$ cat src/rtl/phase2speed_sequencer_pkg.sv
// Shared types and widths for the phase-to-speed sequencer slice.
package phase2speed_sequencer_pkg;

    localparam int PHASE_W    = 19;
    localparam int SPEED_W    = 16;
    localparam int SPEED_FRAC = 10;

    typedef enum logic [2:0] {
        S_IDLE,
        S_INIT,
        S_WAIT_TICK,
        S_ISSUE,
        S_WAIT_READY,
        S_CAPTURE
    } state_t;

    // The sample-rate divider free-runs everywhere except while stopped or re-initialising.
    function automatic logic div_active(input state_t s);
        return (s != S_IDLE) && (s != S_INIT);
    endfunction

    // States in which a tick cannot be honoured and counts as an overrun.
    function automatic logic conv_busy(input state_t s);
        return (s == S_ISSUE) || (s == S_WAIT_READY) || (s == S_CAPTURE);
    endfunction

endpackage

$ cat src/rtl/phase2speed_sequencer_if.sv
// Upstream phase feed, datapath control/result and status bundle of the sequencer.
interface phase2speed_sequencer_if;
    import phase2speed_sequencer_pkg::*;

    logic               enable;
    logic [PHASE_W-1:0] phase_in;
    logic               phase_valid;
    logic               phase_accept;
    logic               p2s_reset;
    logic               p2s_sample;
    logic [PHASE_W-1:0] p2s_phase;
    logic [SPEED_W-1:0] p2s_speed;
    logic               p2s_ready;
    logic [SPEED_W-1:0] speed;
    logic               speed_valid;
    logic               underrun;
    logic               overrun;
    logic               timeout;

    modport slave (
        input  enable, phase_in, phase_valid, p2s_speed, p2s_ready,
        output phase_accept, p2s_reset, p2s_sample, p2s_phase,
               speed, speed_valid, underrun, overrun, timeout
    );

    modport master (
        output enable, phase_in, phase_valid, p2s_speed, p2s_ready,
        input  phase_accept, p2s_reset, p2s_sample, p2s_phase,
               speed, speed_valid, underrun, overrun, timeout
    );

endinterface

$ cat src/rtl/phase_fifo.sv
// Synchronous FIFO for phase words; head is readable combinationally (zero-cycle read).
// Push ignored when full, pop ignored when empty; simultaneous push+pop keeps occupancy.
module phase_fifo #(
    parameter int WIDTH = 19,
    parameter int DEPTH = 4
) (
    input  logic             clock,
    input  logic             reset,
    input  logic             push,
    input  logic [WIDTH-1:0] wdata,
    input  logic             pop,
    output logic [WIDTH-1:0] rdata,
    output logic             full,
    output logic             empty
);
    localparam int AW = (DEPTH > 1) ? $clog2(DEPTH) : 1;
    localparam int CW = $clog2(DEPTH + 1);

    logic [WIDTH-1:0] mem [DEPTH];
    logic [AW-1:0]    wr_ptr, rd_ptr;
    logic [CW-1:0]    count;
    logic             do_push, do_pop;

    assign full    = (count == CW'(DEPTH));
    assign empty   = (count == '0);
    assign do_push = push && !full;
    assign do_pop  = pop && !empty;
    assign rdata   = mem[rd_ptr];

    always_ff @(posedge clock) begin
        if (do_push) mem[wr_ptr] <= wdata;
    end

    always_ff @(posedge clock) begin
        if (reset) begin
            wr_ptr <= '0;
            rd_ptr <= '0;
            count  <= '0;
        end else begin
            if (do_push) wr_ptr <= (wr_ptr == AW'(DEPTH - 1)) ? '0 : wr_ptr + 1'b1;
            if (do_pop)  rd_ptr <= (rd_ptr == AW'(DEPTH - 1)) ? '0 : rd_ptr + 1'b1;
            if (do_push && !do_pop)      count <= count + 1'b1;
            else if (!do_push && do_pop) count <= count - 1'b1;
        end
    end

endmodule

$ cat src/rtl/phase2speed_sequencer.sv
// Paces buffered phase words into the phase2speed datapath at RATE_DIV, speed_valid 2 clocks after p2s_ready.
// Upstream is throttled by phase_accept (FIFO not full); the datapath has no backpressure, only timeout.
module phase2speed_sequencer
    import phase2speed_sequencer_pkg::*;
#(
    parameter int RATE_DIV   = 100,
    parameter int TIMEOUT    = 64,
    parameter int WARMUP     = 11,
    parameter int FIFO_DEPTH = 4
) (
    input  logic                   clock,
    input  logic                   reset,
    phase2speed_sequencer_if.slave bus
);
    localparam int DIV_W  = $clog2(RATE_DIV);
    localparam int WAIT_W = $clog2(TIMEOUT + 1);
    localparam int WARM_W = $clog2(WARMUP + 2);

    state_t             state, state_nxt;
    logic [DIV_W-1:0]   div_cnt;
    logic [WAIT_W-1:0]  wait_cnt;
    logic [WARM_W-1:0]  warm_cnt;
    logic [SPEED_W-1:0] speed_cap, speed_q;
    logic               speed_vld_q;
    logic [PHASE_W-1:0] phase_hold, fifo_head;
    logic               fifo_full, fifo_empty, fifo_push, fifo_pop;
    logic               tick, wait_last;
    logic               init_c, sample_c, underrun_c, overrun_c, timeout_c;

    phase_fifo #(.WIDTH(PHASE_W), .DEPTH(FIFO_DEPTH)) u_fifo (
        .clock (clock),
        .reset (reset),
        .push  (fifo_push),
        .wdata (bus.phase_in),
        .pop   (fifo_pop),
        .rdata (fifo_head),
        .full  (fifo_full),
        .empty (fifo_empty)
    );

    assign fifo_push = bus.phase_valid && !fifo_full;
    assign tick      = div_active(state) && (div_cnt == DIV_W'(RATE_DIV - 1));
    assign wait_last = (wait_cnt == WAIT_W'(TIMEOUT - 1));

    always_ff @(posedge clock) begin
        if (reset) state <= S_IDLE;
        else       state <= state_nxt;
    end

    always_comb begin
        state_nxt = state;
        case (state)
            S_IDLE:       if (bus.enable) state_nxt = S_INIT;
            S_INIT:       state_nxt = S_WAIT_TICK;
            S_WAIT_TICK:  if (!bus.enable) state_nxt = S_IDLE;
                          else if (tick) state_nxt = S_ISSUE;
            S_ISSUE:      state_nxt = S_WAIT_READY;
            S_WAIT_READY: if (bus.p2s_ready) state_nxt = S_CAPTURE;
                          else if (wait_last) state_nxt = S_INIT;
            S_CAPTURE:    state_nxt = bus.enable ? S_WAIT_TICK : S_IDLE;
            default:      state_nxt = S_IDLE;
        endcase
    end

    always_comb begin
        init_c     = (state == S_INIT);
        sample_c   = (state == S_ISSUE);
        underrun_c = sample_c && fifo_empty;
        fifo_pop   = sample_c && !fifo_empty;
        overrun_c  = tick && conv_busy(state);
        timeout_c  = (state == S_WAIT_READY) && !bus.p2s_ready && wait_last;
    end

    // Divider phase is kept across conversions so ticks stay on a fixed grid.
    always_ff @(posedge clock) begin
        if (reset || !div_active(state)) div_cnt <= '0;
        else if (div_cnt == DIV_W'(RATE_DIV - 1)) div_cnt <= '0;
        else div_cnt <= div_cnt + 1'b1;
    end

    always_ff @(posedge clock) begin
        if (reset) begin
            wait_cnt    <= '0;
            warm_cnt    <= '0;
            speed_cap   <= '0;
            speed_q     <= '0;
            speed_vld_q <= 1'b0;
            phase_hold  <= '0;
        end else begin
            wait_cnt    <= (state == S_WAIT_READY) ? wait_cnt + 1'b1 : '0;
            speed_vld_q <= 1'b0;
            if (init_c)
                warm_cnt <= WARM_W'(WARMUP);
            else if (state == S_CAPTURE && warm_cnt != '0)
                warm_cnt <= warm_cnt - 1'b1;
            // The result is only guaranteed alongside the ready pulse.
            if (state == S_WAIT_READY && bus.p2s_ready)
                speed_cap <= bus.p2s_speed;
            if (state == S_CAPTURE && warm_cnt == '0) begin
                speed_q     <= speed_cap;
                speed_vld_q <= 1'b1;
            end
            if (fifo_pop)
                phase_hold <= fifo_head;
        end
    end

    assign bus.phase_accept = !fifo_full;
    assign bus.p2s_reset    = init_c;
    assign bus.p2s_sample   = sample_c;
    assign bus.p2s_phase    = fifo_pop ? fifo_head : phase_hold;
    assign bus.speed        = speed_q;
    assign bus.speed_valid  = speed_vld_q;
    assign bus.underrun     = underrun_c;
    assign bus.overrun      = overrun_c;
    assign bus.timeout      = timeout_c;

endmodule

$ cat src/flat_wrapper.sv
// flat-port wrapper written by rule: the top's interface ports become plain ports
module phase2speed_sequencer_flat import phase2speed_sequencer_pkg::*;
#(
    parameter int RATE_DIV   = 100,
    parameter int TIMEOUT    = 64,
    parameter int WARMUP     = 11,
    parameter int FIFO_DEPTH = 4
)
  (clock, reset, bus_enable, bus_phase_in, bus_phase_valid, bus_p2s_speed, bus_p2s_ready, bus_phase_accept, bus_p2s_reset, bus_p2s_sample, bus_p2s_phase, bus_speed, bus_speed_valid, bus_underrun, bus_overrun, bus_timeout);
  phase2speed_sequencer_if bus_i ();
  input  logic clock;
  input  logic reset;
  input wire logic [$bits(bus_i.enable)-1:0] bus_enable;
  input wire logic [$bits(bus_i.phase_in)-1:0] bus_phase_in;
  input wire logic [$bits(bus_i.phase_valid)-1:0] bus_phase_valid;
  input wire logic [$bits(bus_i.p2s_speed)-1:0] bus_p2s_speed;
  input wire logic [$bits(bus_i.p2s_ready)-1:0] bus_p2s_ready;
  output wire logic [$bits(bus_i.phase_accept)-1:0] bus_phase_accept;
  output wire logic [$bits(bus_i.p2s_reset)-1:0] bus_p2s_reset;
  output wire logic [$bits(bus_i.p2s_sample)-1:0] bus_p2s_sample;
  output wire logic [$bits(bus_i.p2s_phase)-1:0] bus_p2s_phase;
  output wire logic [$bits(bus_i.speed)-1:0] bus_speed;
  output wire logic [$bits(bus_i.speed_valid)-1:0] bus_speed_valid;
  output wire logic [$bits(bus_i.underrun)-1:0] bus_underrun;
  output wire logic [$bits(bus_i.overrun)-1:0] bus_overrun;
  output wire logic [$bits(bus_i.timeout)-1:0] bus_timeout;
  assign bus_i.enable = bus_enable;
  assign bus_i.phase_in = bus_phase_in;
  assign bus_i.phase_valid = bus_phase_valid;
  assign bus_i.p2s_speed = bus_p2s_speed;
  assign bus_i.p2s_ready = bus_p2s_ready;
  assign bus_phase_accept = bus_i.phase_accept;
  assign bus_p2s_reset = bus_i.p2s_reset;
  assign bus_p2s_sample = bus_i.p2s_sample;
  assign bus_p2s_phase = bus_i.p2s_phase;
  assign bus_speed = bus_i.speed;
  assign bus_speed_valid = bus_i.speed_valid;
  assign bus_underrun = bus_i.underrun;
  assign bus_overrun = bus_i.overrun;
  assign bus_timeout = bus_i.timeout;
  phase2speed_sequencer #(.RATE_DIV(RATE_DIV), .TIMEOUT(TIMEOUT), .WARMUP(WARMUP), .FIFO_DEPTH(FIFO_DEPTH)) u_core (.clock(clock), .reset(reset), .bus(bus_i));
endmodule
$ cat config.mk
export PLATFORM = sky130hd
export DESIGN_NAME = phase2speed_sequencer_flat
export DESIGN_NICKNAME = d
export VERILOG_FILES = /design/src/rtl/phase2speed_sequencer_pkg.sv /design/src/rtl/phase2speed_sequencer_if.sv /design/src/rtl/phase_fifo.sv /design/src/rtl/phase2speed_sequencer.sv /design/src/flat_wrapper.sv
export SDC_FILE = /design/constraint.sdc
export NUM_CORES = 1
export LEC_CHECK = 0
export CAP_MARGIN = 20
export CORE_UTILIZATION = 50
export CTS_CLUSTER_DIAMETER = 80
export CTS_CLUSTER_SIZE = 40
export DETAILED_ROUTE_END_ITERATION = 6
export PLACE_DENSITY = 0.74
export SLEW_MARGIN = 40
export SYNTH_ARGS = -nofsm -noshare
export SYNTH_HDL_FRONTEND = slang
export SYNTH_SLANG_ARGS = --single-unit
$ cat constraint.sdc
create_clock -name clock -period 7.4 [get_ports clock]
set_clock_uncertainty 0.2 [all_clocks]
set_input_delay 1.48 -clock clock [delete_from_list [all_inputs] [get_ports clock]]
set_output_delay 1.48 -clock clock [all_outputs]
set_load 0.005 [all_outputs]
==> results of run 1 <==
[per-layer routing]
metal  vias up  global-route usage [%]
met4         0                    6.49
met1      2080                    27.4
li1       2025                       -
met3        16                    5.62
met2       138                    36.6
met5         -                       0
[sequential cells by signal (all words and copies together), names as in the netlist, named ones only]
signal                  flops
u_core.u_fifo.mem          76
u_core.wait_cnt             7
u_core.speed_cap           16
u_core.warm_cnt             4
u_core.u_fifo.count         3
u_core.u_fifo.wr_ptr        2
u_core.u_fifo.rd_ptr        2
u_core.phase_hold          19
u_core.div_cnt              7
u_core.state                3
u_core.bus.speed_valid      1
u_core.bus.speed           16
[stage by stage]
stage / total power [mW] / cells / worst slack (ns)
after floorplan: 1.10 / 511 / 4.04
after global placement: 1.17 / 712 / 3.01
after detailed placement: 1.18 / 712 / 2.98
after CTS: 2.03 / 744 / 2.82
after global routing: 2.09 / 745 / 2.87
final: 2.02 / 745 / 2.98
[cells by family after synthesis]
family | count (synthesis) | share of synthesized area (%)
multiplexers | 20 | 7.11
adder cells (fa/ha/maj) | 10 | 2.15
AO/OA/AOI/OAI | 120 | 10.3
AND/OR/NAND/NOR | 151 | 12.3
flip-flops | 158 | 63.7
XOR/XNOR | 8 | 1.14
buffers and inverters | 44 | 3.29
[placed cells by master (no fill, tap or decap), types with 6 or more instances in the layout]
cell type	Yosys	layout
a21oi_1	62	62
clkdlybuf4s50_1	0	80
inv_1	13	12
dfxtp_1	82	81
clkbuf_16	0	17
o21ai_0	47	47
nand2_1	57	57
nor2_1	15	15
mux4_2	19	19
edfxtp_1	76	76
xor2_1	6	6
ha_1	9	9
or3_1	7	6
clkinv_4	0	6
nand3_1	42	42
[critical path, delay by kind of cell]
family        cells  cell delay [ns]
buf+inv           2             1.01
simple gates      1             0.24
[power by group through the flow]
stage	clock [mW]	combinational (mW)	sequential (mW)
finish	0.845	0.193	0.980
global route	0.896	0.212	0.984
CTS	0.859	0.189	0.980
detailed placement	0	0.186	0.998
global placement	0	0.176	0.993
floorplan	0	0.112	0.990
[worst paths after layout]
check,cells after the start,end
min reg2reg,1,u_core.wait_cnt[0]
max,3,bus_timeout
max reg2reg,10,u_core.u_fifo.count[2]
min,1,u_core.wait_cnt[0]
[cell type report]
class	instances	area (um^2)
Inverter	13	48.8
Tap cell	147	184
Timing Repair Buffer	86	847
Multi-Input combinational cell	309	2060
Clock inverter	15	158
Sequential cell	158	3930
Fill cell	920	4360
Clock buffer	17	425
==> impl_metrics.csv, run 1 <==
group,metric,value,unit
run_status,status,"complete, no violations",
floorplan,initial_core_util,51.3,%
drt,topRoutingLayerUsed,"met4",
cells_and_area,fin_nets,635,
clock_network,clk_latency,0.42,ns
floorplan,die_w,113,um
sta,timing.hold.ws,0.245,ns
clock_network,cts.clk_slew.worst_paths,0.06,ns
sta,min_period,4.42,ns
cells_and_area,finish.instance_area,0.00765,mm^2
power,p_comb_share,9.6,%
hold_path,min-delay-start,"u_core.wait_cnt[0]",
clock_network,cts_buffers,17,
cells_and_area,area_growth,24.2,%
clock_network,root_buffer,"clkbuf_16",
drt,route.detailed.drc,0,
synthesis,ys_seq_elements,158,
grt,grt_first_pass_wirelength,21100,um
critical_path,crit_top_cell,"clkdlybuf4s50_1",
grt,antenna_found_initial,0,
drt,num_vias,4259,
clock_network,clk_path_buf_depth,2,
floorplan,io_pins,82,
clock_network,cts.repair.resized,0,
sta,finalMaxSlewViolations,0,
sta,setup_violations,0,
critical_path,crit_type,"in -> out",
floorplan,dieArea,0.0128,mm^2
critical_path,cp-start-kind,"input pin",
grt,first_global_vias,4239,
drt,drt_iter0_drc,295,
synthesis,synthTopCellsByArea,"edfxtp_1, dfxtp_1, mux4_2",
place,place_hpwl,7850,um
synthesis,yosysMostFrequentCell,"dfxtp_1",
synthesis,seq_area_frac_synth,63.7,%
sta,worst_slew_pin_slew,0.830,ns
drt,drt-total-wl,13000,um
critical_path,startpoint,"bus_p2s_ready",
power,swShare,25.3,%
grt,grt.overflow.total,0,
critical_path,crit_arrival,2.74,ns
floorplan,die_h,113,um
hold_path,holdCritPathClass,"reg -> reg",
synthesis,synthFlopType,"dfxtp_1",
floorplan,core,0.0120,mm^2
synthesis,synth.distinct_cells,47,
drt,vias_per_cell,5.72,
sta,hold_violations,0,
drt,met3_length,712,um
drt,drt-pass1-iter-count,4,
sta,finalCritPeriodShare,59.7,%
drt,drt-met1-wl,5670,um
sta,slew_headroom,44.6,%
synthesis,synth_common_cells,"dfxtp_1, edfxtp_1, a21oi_1, nand2_1, o21ai_0",
cells_and_area,fin_util,63.7,%
drt,wl_met2,6450,um
synthesis,synth.avg_cell_area,12.0,um^2
place,placed_area,0.00705,mm^2
sta,fin_setup_tns,0,ns
drt,avgRoutedWirePerCell,17.4,um
critical_path,cp_cell_sequence,"clkdlybuf4s50_1 -> nor3_1 -> clkdlybuf4s50_1",
sta,rsz0062_at_grt,"false",
power,pwr-share-seq,48.6,%
clock_network,post_cts_buffers,0,
clock_network,cts_max_level,4,
place,gp_congestion,0.757,
cells_and_area,drive_gt1_share,12.0,%
power,switching_power,510,uW
synthesis,synth_top_area_share,37.1,%
synthesis,synthArstFlopShare,0,%
synthesis,synth_edf_count,76,
critical_path,r2r_start,"u_core.state[2]",
synthesis,syn_area,0.00616,mm^2
power,p_int,1.51,mW
grt,gr-usage-all-layers,21.6,%
clock_network,cts_hold_buf,0,
cells_and_area,n_antenna_cell,0,
power,p_leak,2.65,nW
critical_path,cp_max_fo,5,
clock_network,cts.sinks,158,
sta,max_freq,0.226,GHz
clock_network,cts_tree,"built",
power,power_density,264,mW/mm^2
floorplan,rows,40,
grt,grt_max_degree,69,
power,ir_drop,0.268,mV
critical_path,cp.required,5.72,ns
critical_path,r2r_setup_slack,4.51,ns
critical_path,slowest_delay,0.53,ns
critical_path,worstSetupEndpointType,"output port",
power,clkPwrFrac,41.9,%
place,io_buffers,81,
synthesis,syn_nets,561,
synthesis,yosysWarnings,0,
run,cap_violations,0,
drt,ant_nets,0,
critical_path,critPathSlowestCell,"clkdlybuf4s50_1",
synthesis,postSynthCellCount,511,
synthesis,synth_top_area_cell,"edfxtp_1",
Note: power is estimated with default switching activity, not from simulation.
==> run 2: changes to the inputs <==
CORE_UTILIZATION = 49   (was 50)
PLACE_DENSITY = 0.75   (was 0.74)
clock period = 3.56 ns   (was 7.4 ns; I/O delays follow)
==> run 2 against run 1 <==
Against the previous run: final cell count up 3.9%; die area up 2.0%; sequential power up 110%; cell area up 1.4%; flip-flop and latch count unchanged; clock power up 120%; hold slack worse by 0.0024 ns; core utilization up 0.33 points; non-clock buffer count up 8; setup slack worse by 2.8 ns; global-route usage down 0.42 points.
==> impl_metrics.csv, run 2 (synthesis results as in run 1) <==
group,metric,value,unit
drt,avgRoutedWirePerCell,16.5,um
critical_path,cp.required,2.65,ns
drt,drt_iter0_drc,258,
critical_path,crit_type,"reg -> out",
grt,grt_max_degree,27,
floorplan,die_h,114,um
hold_path,min-delay-start,"u_core.div_cnt[0]",
hold_path,holdCritPathClass,"reg -> reg",
sta,finalMaxSlewViolations,0,
run,cap_violations,0,
sta,min_period,3.39,ns
cells_and_area,top_register,"u_core.u_fifo.mem",
grt,grt_first_pass_wirelength,20500,um
floorplan,initial_core_util,50.8,%
drt,vias_per_cell,5.50,
drt,drt-pass1-iter-count,7,
place,place_hpwl,8120,um
sta,setup_violations,0,
critical_path,rr_endpoint,"u_core.u_fifo.count[2]",
sta,finalCritPeriodShare,95.2,%
clock_network,cts_tree,"built",
sta,worst_slew_pin_slew,0.715,ns
critical_path,cp_max_fo,13,
floorplan,dieArea,0.0130,mm^2
clock_network,cts.repair.resized,0,
cells_and_area,reg_top3,"u_core.u_fifo.mem x76, u_core.phase_hold x19",
drt,ant_nets,0,
grt,antenna_found_initial,0,
cells_and_area,n_antenna_cell,0,
cells_and_area,layout_commonest_cell,"dfxtp_1",
clock_network,cts_hold_buf,0,
clock_network,cts.clk_slew.worst_paths,0.06,ns
critical_path,worstSetupEndpointType,"output port",
grt,first_global_vias,4197,
power,ir_drop,0.479,mV
cells_and_area,area_growth,25.9,%
sta,timing.hold.ws,0.243,ns
clock_network,clk_latency,0.42,ns
clock_network,cts_buffers,17,
place,io_buffers,81,
sta,slew_headroom,52.2,%
grt,gr-usage-all-layers,21.2,%
sta,fin_setup_tns,0,ns
floorplan,io_pins,82,
floorplan,core,0.0121,mm^2
drt,route.detailed.drc,0,
drt,drt-total-wl,12800,um
critical_path,r2r_cells,8,
run_status,status,"complete, no violations",
critical_path,cp-start-kind,"register",
cells_and_area,fin_nets,643,
cells_and_area,mostFrequentLayoutCells,"dfxtp_1, clkdlybuf4s50_1, edfxtp_1, a21oi_1, nand2_1",
critical_path,endpoint,"bus_p2s_phase[8]",
critical_path,r2r_start,"u_core.u_fifo.count[0]",
grt,grt.overflow.total,0,
clock_network,cts_max_level,4,
power,p_leak,2.71,nW
place,gp_congestion,0.792,
sta,max_freq,0.295,GHz
drt,num_vias,4257,
cells_and_area,drive_gt1_share,11.9,%
critical_path,crit_arrival,2.48,ns
clock_network,post_cts_buffers,0,
clock_network,cts.sinks,158,
cells_and_area,largest_reg_flops,76,
sta,rsz0062_at_grt,"false",
clock_network,root_buffer,"clkbuf_16",
floorplan,die_w,114,um
clock_network,clk_path_buf_depth,2,
sta,hold_violations,0,
floorplan,rows,40,
critical_path,r2r_setup_slack,0.73,ns
power,power_density,551,mW/mm^2
cells_and_area,fin_util,64.0,%
## run 2: changes by cell type in the layout (fill, tap and decap cells not counted), moves of 2 or more
cell	change
and3_2	-4
clkinv_4	-4
clkinv_2	+2
and3_1	+4
bufinv_16	+2
buf_4	+8
## run 2: metrics by stage
stage          cells  area (um^2)  setup WS, ns  power, mW
3_5_place_dp     742         7150         0.543       2.47
2_1_floorplan    511         6160          1.07       2.29
6_report         774         7750         0.170       4.27
5_1_grt          774         7750        0.0179       4.42
4_1_cts          774         7750         0.107       4.31
3_3_place_gp     742         7140         0.560       2.45
## run 2: power by group
group          internal, mW  total (mW)  leakage [nW]  switching (mW)
clock                  1.12        1.84         0.300           0.711
sequential             1.99        2.03          1.36          0.0396
combinational         0.154       0.399          1.05           0.244
## run 2: worst min path at each step
stage                          endpoint  slack, ns  cells after the start
floorplan            u_core.wait_cnt[0]       0.22                      1
global placement     u_core.wait_cnt[0]       0.23                      1
detailed placement    u_core.div_cnt[0]       0.24                      1
CTS                   u_core.div_cnt[0]       0.25                      1
global route        u_core.bus.speed[0]       0.28                      2
finish                u_core.div_cnt[0]       0.24                      1
## run 2: cell type report
class,count,area (um^2)
fillers,986,4360
flip-flops and latches,158,3920
multi-input cells,309,2050
repair buffers,94,916
clock buffers,19,443
well taps,168,210
clock inverters,13,161
inverters,13,48.8
## run 2: worst max-delay path, stage by stage (launching register included)
cell and delay, ns:
dfxtp_1 0.62, buf_12 0.24, mux4_2 0.52, nand3_1 0.12, nand2_1 0.08, clkdlybuf4s50_1 0.46
## run 2: per-layer routing
| layer | part of all wire [%] | up-vias | routed length (um) | GRT usage, % |
|---|---|---|---|---|
| met4 | 1.5 | 0 | 195 | 9.00 |
| met3 | 6.1 | 23 | 776 | 6.46 |
| li1 | - | 2038 | - | - |
| met2 | 52 | 130 | 6610 | 36.0 |
| met1 | 41 | 2066 | 5200 | 24.9 |
| met5 | 0 | - | 0 | 0 |
